--- config.mk ---
export PLATFORM = sky130hd
export DESIGN_NAME = uart_tx_fsm_flat
export DESIGN_NICKNAME = d
export VERILOG_FILES = /design/src/rtl/uart_tx_fsm_pkg.sv /design/src/rtl/uart_tx_fsm_if.sv /design/src/rtl/uart_tx_fsm_parity_calc.sv /design/src/rtl/uart_tx_fsm.sv /design/src/flat_wrapper.sv
export SDC_FILE = /design/constraint.sdc
export NUM_CORES = 1
export LEC_CHECK = 0
export ABC_CLOCK_PERIOD_IN_PS = 1800
export BUFFER_PORTS_ARGS = -buffer_cell sky130_fd_sc_hd__buf_2
export CORE_AREA = 3 3 40 42
export DETAILED_ROUTE_END_ITERATION = 16
export DIE_AREA = 0 0 43 45
export PLACE_DENSITY_LB_ADDON = 0.2
export SYNTH_ARGS = -nofsm -noshare
export SYNTH_HDL_FRONTEND = slang
export SYNTH_SLANG_ARGS = --single-unit
--- constraint.sdc ---
create_clock -name CLK -period 1.8 [get_ports CLK]
set_clock_uncertainty 0.2 [all_clocks]
set_input_delay 0.27 -clock CLK [delete_from_list [all_inputs] [get_ports CLK]]
set_output_delay 0.27 -clock CLK [all_outputs]
set_load 0.01 [all_outputs]
--- src/rtl/uart_tx_fsm_pkg.sv ---
// Shared definitions for the UART transmit frame controller:
// controller state encoding, line-mux select codes and the state-to-select decode.
package uart_tx_fsm_pkg;

    typedef enum logic [2:0] {
        ST_IDLE   = 3'd0,
        ST_START  = 3'd1,
        ST_DATA   = 3'd2,
        ST_PARITY = 3'd3,
        ST_STOP   = 3'd4
    } tx_state_t;

    typedef enum logic [1:0] {
        SEL_START  = 2'd0,
        SEL_DATA   = 2'd1,
        SEL_PARITY = 2'd2,
        SEL_STOP   = 2'd3
    } tx_sel_t;

    // Idle and any unused encoding share the stop select so the line rests high.
    function automatic tx_sel_t sel_for_state(tx_state_t s);
        case (s)
            ST_START:  return SEL_START;
            ST_DATA:   return SEL_DATA;
            ST_PARITY: return SEL_PARITY;
            default:   return SEL_STOP;
        endcase
    endfunction

endpackage

--- src/rtl/uart_tx_fsm_if.sv ---
// Upstream handshake and serializer hookup of the UART transmit frame controller.
// master: the side feeding words and the serializer; slave: the frame controller.
interface uart_tx_fsm_if #(
    parameter int WIDTH = 8
);
    logic [WIDTH-1:0] Data;
    logic             Data_valid;
    logic             PAR_EN;
    logic             PAR_TYP;
    logic             Ser_done;
    logic             Ser_data;
    logic             Ser_EN;
    logic             valid_instop;
    logic             Busy;
    logic             TX_OUT;

    modport master (
        output Data, Data_valid, PAR_EN, PAR_TYP, Ser_done, Ser_data,
        input  Ser_EN, valid_instop, Busy, TX_OUT
    );

    modport slave (
        input  Data, Data_valid, PAR_EN, PAR_TYP, Ser_done, Ser_data,
        output Ser_EN, valid_instop, Busy, TX_OUT
    );
endinterface

--- src/rtl/uart_tx_fsm_parity_calc.sv ---
// Combinational parity of a data word: even (typ=0) or odd (typ=1).
module uart_parity_calc #(
    parameter int WIDTH = 8
) (
    input  logic [WIDTH-1:0] data,
    input  logic             par_typ,
    output logic             par_bit
);

    assign par_bit = (^data) ^ par_typ;

endmodule

--- src/rtl/uart_tx_fsm.sv ---
// UART transmit frame controller: sequences start, LSB-first data, optional
// parity and 1..2 stop bits; accepts the next word in the final stop cycle
// so frames can run back to back.
module uart_tx_fsm
    import uart_tx_fsm_pkg::*;
#(
    parameter int WIDTH     = 8,
    parameter int STOP_BITS = 1
) (
    input  logic          CLK,
    input  logic          Reset,
    uart_tx_fsm_if.slave  bus
);

    localparam logic [1:0] LAST_STOP = 2'(STOP_BITS - 1);

    tx_state_t state, state_nxt;
    tx_sel_t   sel;
    logic [1:0] stop_cnt;
    logic       last_stop;
    logic       accept;
    logic       vis;
    logic       ser_en;
    logic       par_calc;
    logic       par_bit_q;
    logic       par_en_q;

    uart_parity_calc #(.WIDTH(WIDTH)) u_parity (
        .data    (bus.Data),
        .par_typ (bus.PAR_TYP),
        .par_bit (par_calc)
    );

    assign last_stop = (stop_cnt == LAST_STOP);
    assign accept    = ((state == ST_IDLE) && bus.Data_valid) || vis;

    // State register; reset aborts any frame in flight.
    always_ff @(posedge CLK or negedge Reset) begin
        if (!Reset) state <= ST_IDLE;
        else        state <= state_nxt;
    end

    // Frame configuration captured only when a word is accepted.
    always_ff @(posedge CLK or negedge Reset) begin
        if (!Reset) begin
            par_bit_q <= 1'b0;
            par_en_q  <= 1'b0;
        end else if (accept) begin
            par_bit_q <= par_calc;
            par_en_q  <= bus.PAR_EN;
        end
    end

    // Stop-bit counter: advances through the non-final stop cycles, zero elsewhere.
    always_ff @(posedge CLK or negedge Reset) begin
        if (!Reset)                              stop_cnt <= '0;
        else if (state == ST_STOP && !last_stop) stop_cnt <= stop_cnt + 2'd1;
        else                                     stop_cnt <= '0;
    end

    // Next-state and serializer controls.
    always_comb begin
        state_nxt = state;
        ser_en    = 1'b0;
        vis       = 1'b0;
        case (state)
            ST_IDLE: begin
                if (bus.Data_valid) state_nxt = ST_START;
            end
            ST_START: begin
                ser_en    = 1'b1;
                state_nxt = ST_DATA;
            end
            ST_DATA: begin
                ser_en = ~bus.Ser_done;
                if (bus.Ser_done) state_nxt = par_en_q ? ST_PARITY : ST_STOP;
            end
            ST_PARITY: begin
                state_nxt = ST_STOP;
            end
            ST_STOP: begin
                if (last_stop) begin
                    vis       = bus.Data_valid;
                    state_nxt = bus.Data_valid ? ST_START : ST_IDLE;
                end
            end
            default: begin
                state_nxt = ST_IDLE;
            end
        endcase
    end

    // Line mux selected from the registered state.
    always_comb begin
        sel = sel_for_state(state);
        case (sel)
            SEL_START:  bus.TX_OUT = 1'b0;
            SEL_DATA:   bus.TX_OUT = bus.Ser_data;
            SEL_PARITY: bus.TX_OUT = par_bit_q;
            default:    bus.TX_OUT = 1'b1;
        endcase
    end

    assign bus.Ser_EN       = ser_en;
    assign bus.valid_instop = vis;
    assign bus.Busy         = (state != ST_IDLE);

endmodule
--- src/flat_wrapper.sv ---
// flat-port wrapper written by rule: the top's interface ports become plain ports
module uart_tx_fsm_flat import uart_tx_fsm_pkg::*;
#(
    parameter int WIDTH     = 8,
    parameter int STOP_BITS = 1
)
  (CLK, Reset, bus_Data, bus_Data_valid, bus_PAR_EN, bus_PAR_TYP, bus_Ser_done, bus_Ser_data, bus_Ser_EN, bus_valid_instop, bus_Busy, bus_TX_OUT);
  uart_tx_fsm_if #(.WIDTH(WIDTH)) bus_i ();
  input  logic CLK;
  input  logic Reset;
  input wire logic [$bits(bus_i.Data)-1:0] bus_Data;
  input wire logic [$bits(bus_i.Data_valid)-1:0] bus_Data_valid;
  input wire logic [$bits(bus_i.PAR_EN)-1:0] bus_PAR_EN;
  input wire logic [$bits(bus_i.PAR_TYP)-1:0] bus_PAR_TYP;
  input wire logic [$bits(bus_i.Ser_done)-1:0] bus_Ser_done;
  input wire logic [$bits(bus_i.Ser_data)-1:0] bus_Ser_data;
  output wire logic [$bits(bus_i.Ser_EN)-1:0] bus_Ser_EN;
  output wire logic [$bits(bus_i.valid_instop)-1:0] bus_valid_instop;
  output wire logic [$bits(bus_i.Busy)-1:0] bus_Busy;
  output wire logic [$bits(bus_i.TX_OUT)-1:0] bus_TX_OUT;
  assign bus_i.Data = bus_Data;
  assign bus_i.Data_valid = bus_Data_valid;
  assign bus_i.PAR_EN = bus_PAR_EN;
  assign bus_i.PAR_TYP = bus_PAR_TYP;
  assign bus_i.Ser_done = bus_Ser_done;
  assign bus_i.Ser_data = bus_Ser_data;
  assign bus_Ser_EN = bus_i.Ser_EN;
  assign bus_valid_instop = bus_i.valid_instop;
  assign bus_Busy = bus_i.Busy;
  assign bus_TX_OUT = bus_i.TX_OUT;
  uart_tx_fsm #(.WIDTH(WIDTH), .STOP_BITS(STOP_BITS)) u_core (.CLK(CLK), .Reset(Reset), .bus(bus_i));
endmodule
==> metrics, run 1 <==
Root Buffer Master=clkbuf_4; Core Area=0.00128 mm2; flops & latches, synth=7; vias after detailed routing=375; most common cell after layout, fill and taps aside=buf_2; Worst Hold Launch=bus_PAR_EN; Worst Setup SP=u_core.state[0]; Max-Cap Viols=0; Worst Path Buf+Inv=1; Synth Instances=44; Die ar.=0.00194 mm2; drt drc=0; RSZ-0062 raised after global routing=true; Ant. Diodes=0; count of final setup violators=0; Worst-Margin Slew=250 ps; Starting DRT DRC Count=6; largest net degree at the start of global routing=10; DR top layer=met3; Die X=43 um; Port Buffer Count=18; row cnt=13; Adder-Cell Fraction of Synth Area=0.0276; reg2reg end=u_core.par_bit_q; VDD IR max=0.453 mV; Final Hold Viols=0; CP max FO=6; fin. max-slew vios=0; mapped cell area=453 um2; multiplexer share of the synthesized area=0.0497; static leakage=0.000309 uW; fin util=0.482; clock buffers created by TritonCTS=3; Routed Antenna Nets=0; Worst R2R Start=u_core.stop_cnt[0]; Final Net Count=86; worst skew pair latency=240 ps; Seq/Total Area, Yosys=0.387; crit-path max cell delay=430 ps; WL met2=351 um; Final Power=743 uW; vias in the first global route=318; metal3 WL=62 um; critical path class=reg -> out; startpoint class of the critical path=flip-flop; final setup TNS=0 ps; first-pass GRT wire length=1.36 mm; die height=45 um; Worst R2R Setup Slack=240 ps; drt first pass iters=2; syn avg cell area=10.3 um2; vias per std cell=4.46; synth warn=0; HP Class=in -> reg; ys flop type=dfrtp_1; DPL Wire Length=613 um; H-Tree Level Count=1; crit-path cells=or3b_4 > a21oi_2 > buf_2; highest-delay cell along the critical path=dfrtp_2; worst setup path endpoint=bus_Ser_EN; status=completed; Tot GR Track Use=0.0962; Max transition margin=0.833; Final min period=1780 ps; Worst Reg-to-Reg Cells=5; simple-gate area share of the yosys netlist=0.246; Max Root-Sink Buffers=2; Avg WL per Cell=9.88 um; Initial Utilization=0.352; CP required=1330 ps; Overflow after GRT=0; critical path's top delay family=flip-flops; Pwr Density=1200 mW/mm2; largest family of logic cells by synthesized area=simple AND/OR/NAND/NOR gates; compound-gate portion of the synthesized area=0.0663; clock sink count=7; io pins=19; number of library cell types mapped by synthesis=21; Synth Area in XOR/XNOR=0.199; Max Freq=563 MHz; routed length on met1=416 um; Placer Congestion=0.675; Synth-to-Final Area Change=36.7%; Critical Path AT=1310 ps; Net Count, Synth=60; CTS tree=built; asr flop ratio synth=1.00; final WL=830 um; period utilisation layout=0.987; Worst path depth=3; clock slew at reported path FFs=50 ps; commonest non-fill, non-tap cells in the layout=buf_2 (18), dfrtp_1 (5), nand2b_1 (4); EDFF count, synth=0; Worst setup EP type=output port; share of cells above drive strength 1=0.435; initial antenna violation count=0
stage by stage:
step / hold slack [ps] / cell area, um2 / std cells / worst slack [ps]
floorplan: -226 / 453 / 44 / 301
global placement: -92.2 / 562 / 77 / 172
detailed placement: -93.8 / 562 / 77 / 166
CTS: 30.6 / 608 / 83 / 14.2
global route: 35.1 / 619 / 84 / -42.0
finish: 39.6 / 619 / 84 / 23.7
logic make-up (layout without fill, tap and decap cells):
kind of cell	after synthesis	in the layout
DFF	7	7
muxes	2	2
buffers and inverters	3	28
xor gates and xnor gates	7	7
adders and majority gates	1	1
AOI/OAI and AO/OA	5	5
and+or+nand+nor	19	19
layout make-up:
cell class	count	area, um2
Tap cell	15	18.8
Inverter	3	11.3
Multi-Input combinational cell	34	273
Fill cell	138	666
Sequential cell	7	178
Timing Repair Buffer	21	113
Clock buffer	4	26.3
report_power, final:
part           switching (uW)  internal [uW]  leakage, uW
clock                    54.9           84.4    0.0000150
sequential               56.9            212    0.0000878
combinational             143            191     0.000207
total                     255            488     0.000309
worst register-to-register path, stage by stage, from the launching register on:
cell,delay (ps)
dfrtp_1,350
inv_1,50
ha_1,210
nand2b_1,160
nand3_1,140
mux2_2,340
synth_stat cells, types with 2 or more instances:
cell type | instances | area [um2]
nor2b_1 | 2 | 12.5
nor2_1 | 2 | 7.51
inv_1 | 3 | 11.3
nand3_1 | 2 | 10.0
xnor2_1 | 3 | 26.3
nand3b_1 | 2 | 15.0
xnor2_2 | 2 | 32.5
nand2_1 | 3 | 11.3
a21oi_1 | 4 | 20.0
nand2b_1 | 4 | 25.0
dfrtp_1 | 7 | 175
layer usage:
metal  global-route usage  vias to the layer above
met3               0.0598                        0
li1                     -                      203
met1                0.135                      160
met2                0.126                       12
met4               0.0181                        0
met5                    0                        -
worst min-delay path by stage:
stage	to	slack, ps	cells past startpoint
finish	u_core.par_en_q	40	2
global placement	u_core.stop_cnt[1]	-90	1
global route	u_core.par_en_q	40	2
floorplan	u_core.par_bit_q	-230	0
CTS	u_core.par_en_q	30	2
detailed placement	u_core.stop_cnt[1]	-90	1
registers in the layout, summed over array words and instances, names as in the netlist:
signal	count
u_core.state	3
u_core.stop_cnt	2
u_core.par_bit_q	1
u_core.par_en_q	1
repair_timing:
action | in CTS | in global routing
hold buffers | 1 | 0
setup endpoints to repair | 1 | 1
hold endpoints to repair | 7 | 0
pin swaps | 2 | 0
gates resized for setup | 2 | 3
buffers inserted | 1 | 1
Note: power is estimated with default switching activity, not from simulation.
==> run 2: changes to the inputs <==
SYNTH_HIERARCHICAL = 1   (was unset)
==> run 2 against run 1 <==
  * Combinational power about the same
  * Maximum frequency up 1.6%
  * Sequential cell count stayed put
  * Core utilization up 0.19 points
==> metrics, run 2 <==
Synth Instances=46 (+4.5%); Tot GR Track Use=0.106 (+0.00986); Critical Path AT=1280 ps (-30 ps); fin. max-slew vios=0 (unchanged); Core Area=0.00128 mm2 (unchanged); static leakage=0.000300 uW (-2.9%); post-route setup slack=52.3 ps (+28.6 ps); Final Power=758 uW (+2.0%); dominant cell type by area after synthesis=dfrtp_1; CTS tree=built; Worst path depth=4 (+1); Worst Hold Launch=bus_PAR_EN; final setup TNS=0 ps (unchanged); Die X=43 um (unchanged); number of library cell types mapped by synthesis=24 (+14%); most common cell in the netlist=dfrtp_1; top-area cell type share of the netlist area=0.388 (+0.00107); vias in the first global route=370 (+16%); final WL=962 um (+16%); Final min period=1750 ps (-28.6 ps); Worst Reg-to-Reg Cells=5 (unchanged); row cnt=13 (unchanged); commonest non-fill, non-tap cells in the layout=buf_2 (17), inv_1 (5), a21oi_1 (5), dfrtp_1 (5), xnor2_1 (4); fin util=0.484 (+0.00195); Worst R2R Start=u_core/stop_cnt[0]; initial antenna violation count=0 (unchanged); vias after detailed routing=408 (+8.8%); clock sink count=7 (unchanged); first-pass GRT wire length=1.47 mm (+8.1%); critical path class=reg -> out; Root Buffer Master=clkbuf_4; vias per std cell=4.80 (+7.5%); Max transition margin=0.851 (+0.0176); asr flop ratio synth=1.00 (unchanged); count of final setup violators=0 (unchanged); crit-path cells=nor3b_2 > a21oi_1 > or2_1 > buf_2; VDD IR max=0.578 mV (+28%); highest-delay cell along the critical path=dfrtp_2; DP Area=561 um2 (-0.22%); period utilisation layout=0.971 (-0.0159); ys flop type=dfrtp_1; critical path's top delay family=flip-flops; Initial Utilization=0.352 (-0.000974); Final Net Count=87 (+1.2%); die height=45 um (unchanged); Worst Path Buf+Inv=1 (unchanged); design area=622 um2 (+0.40%); Synth-to-Final Area Change=37.7%; startpoint class of the critical path=flip-flop; Placer Congestion=0.753 (+12%); Ant. Diodes=0 (unchanged); worst setup path endpoint=bus_TX_OUT; Starting DRT DRC Count=4 (-2); HP Class=in -> reg; CP max FO=8 (+2); top post-synthesis cells by count=dfrtp_1 (7), a21oi_1 (5), inv_1 (5); Seq/Total Area, Yosys=0.388 (+0.00107); Max-Cap Viols=0 (unchanged); Routed Antenna Nets=0 (unchanged); Worst R2R Setup Slack=260 ps (+20 ps); syn avg cell area=9.82 um2 (-4.6%); io pins=19 (unchanged); largest net degree at the start of global routing=10 (unchanged); share of cells above drive strength 1=0.400 (-0.0348); Die ar.=0.00194 mm2 (unchanged); Largest register FFs=3 (unchanged); Final Hold Viols=0 (unchanged); clock buffers created by TritonCTS=3 (unchanged); Avg WL per Cell=11.3 um (+15%); Post-Place Worst Slack=49.0 ps (-117 ps); CP required=1330 ps (about the same); Max Freq=572 MHz (+1.6%); drt drc=0 (unchanged); Most flops, register=u_core/state; Worst Setup SP=u_core/state[0]; DPL Wire Length=733 um (+20%); status=completed; Worst-Margin Slew=224 ps (-26.3 ps); H-Tree Level Count=1 (unchanged); Pwr Density=1220 mW/mm2 (+1.6%); reg2reg end=u_core/par_bit_q; EDFF count, synth=0 (unchanged); Worst setup EP type=output port; flops & latches, synth=7 (unchanged); clock slew at reported path FFs=50 ps (about the same); Net Count, Synth=62 (+3.3%); Port Buffer Count=18 (unchanged); worst skew pair latency=240 ps (about the same); Overflow after GRT=0 (unchanged); synth top area cells=dfrtp_1 (39%), xnor2_1 (7.8%), a21oi_1 (5.5%), mux2_1 (5.0%), xnor3_1 (5.0%); synth warn=6 (+6); crit-path max cell delay=470 ps (+40 ps); top flop regs=u_core/state: 3 flops, u_core/stop_cnt: 2 flops; most common cell after layout, fill and taps aside=buf_2; FILL cells=131 (-5.1%); Max Root-Sink Buffers=2 (unchanged); drt first pass iters=4 (+2); mapped cell area=452 um2 (-0.28%)
run 2: how the worst min path moves through the flow:
stage                                    end  slack [ps]  cells past startpoint
after floorplan             u_core/par_bit_q        -230                      0
after global placement      u_core/par_bit_q         -90                      1
after detailed placement  u_core/stop_cnt[0]         -90                      1
after CTS                    u_core/par_en_q          30                      2
after global routing         u_core/par_en_q          40                      2
final                        u_core/par_en_q          40                      2
run 2: what timing repair did:
item                                    4_1_cts  5_1_grt
hold endpoints to repair                      7        0
hold buffers                                  1        0
endpoints found under the setup margin        2        2
resized for setup                             2        3
pin swaps                                     0        1
buffers inserted                              0        1
run 2: area by class of cell:
type | instances | area, um2 | share of cell area
Inverter | 5 | 18.8 | 0.0302
Sequential cell | 7 | 178 | 0.286
Clock buffer | 4 | 26.3 | 0.0423
Timing Repair Buffer | 20 | 114 | 0.183
Multi-Input combinational cell | 34 | 267 | 0.429
Tap cell | 15 | 18.8 | 0.0302
run 2: kinds of logic (layout without fill, tap and decap cells):
kind of cell / Yosys count / in the layout / synth area share
compound gates: 7 / 7 / 0.0831
xor+xnor: 7 / 7 / 0.183
fa+ha+maj: 1 / 1 / 0.0277
buf+inv: 5 / 29 / 0.0416
flops: 7 / 7 / 0.388
mux: 2 / 2 / 0.0499
simple gates: 17 / 17 / 0.227
run 2: metal layers:
layer / GRT usage / routed length [um]
met5: 0 / 0
met3: 0.0199 / 76
met4: 0.0723 / 10
met2: 0.192 / 505
met1: 0.112 / 370
run 2: through the flow:
step,hold slack (ps),cells
5_1_grt,45.0,85
3_5_place_dp,-89.0,79
6_report,41.8,85
3_3_place_gp,-86.6,79
4_1_cts,34.0,84
2_1_floorplan,-226,46
run 2: report_power, final:
group | leakage (uW) | internal (uW) | switching [uW]
Combinational | 0.000198 | 198 | 140
Sequential | 0.0000878 | 212 | 72.9
Clock | 0.0000150 | 84.1 | 50.8
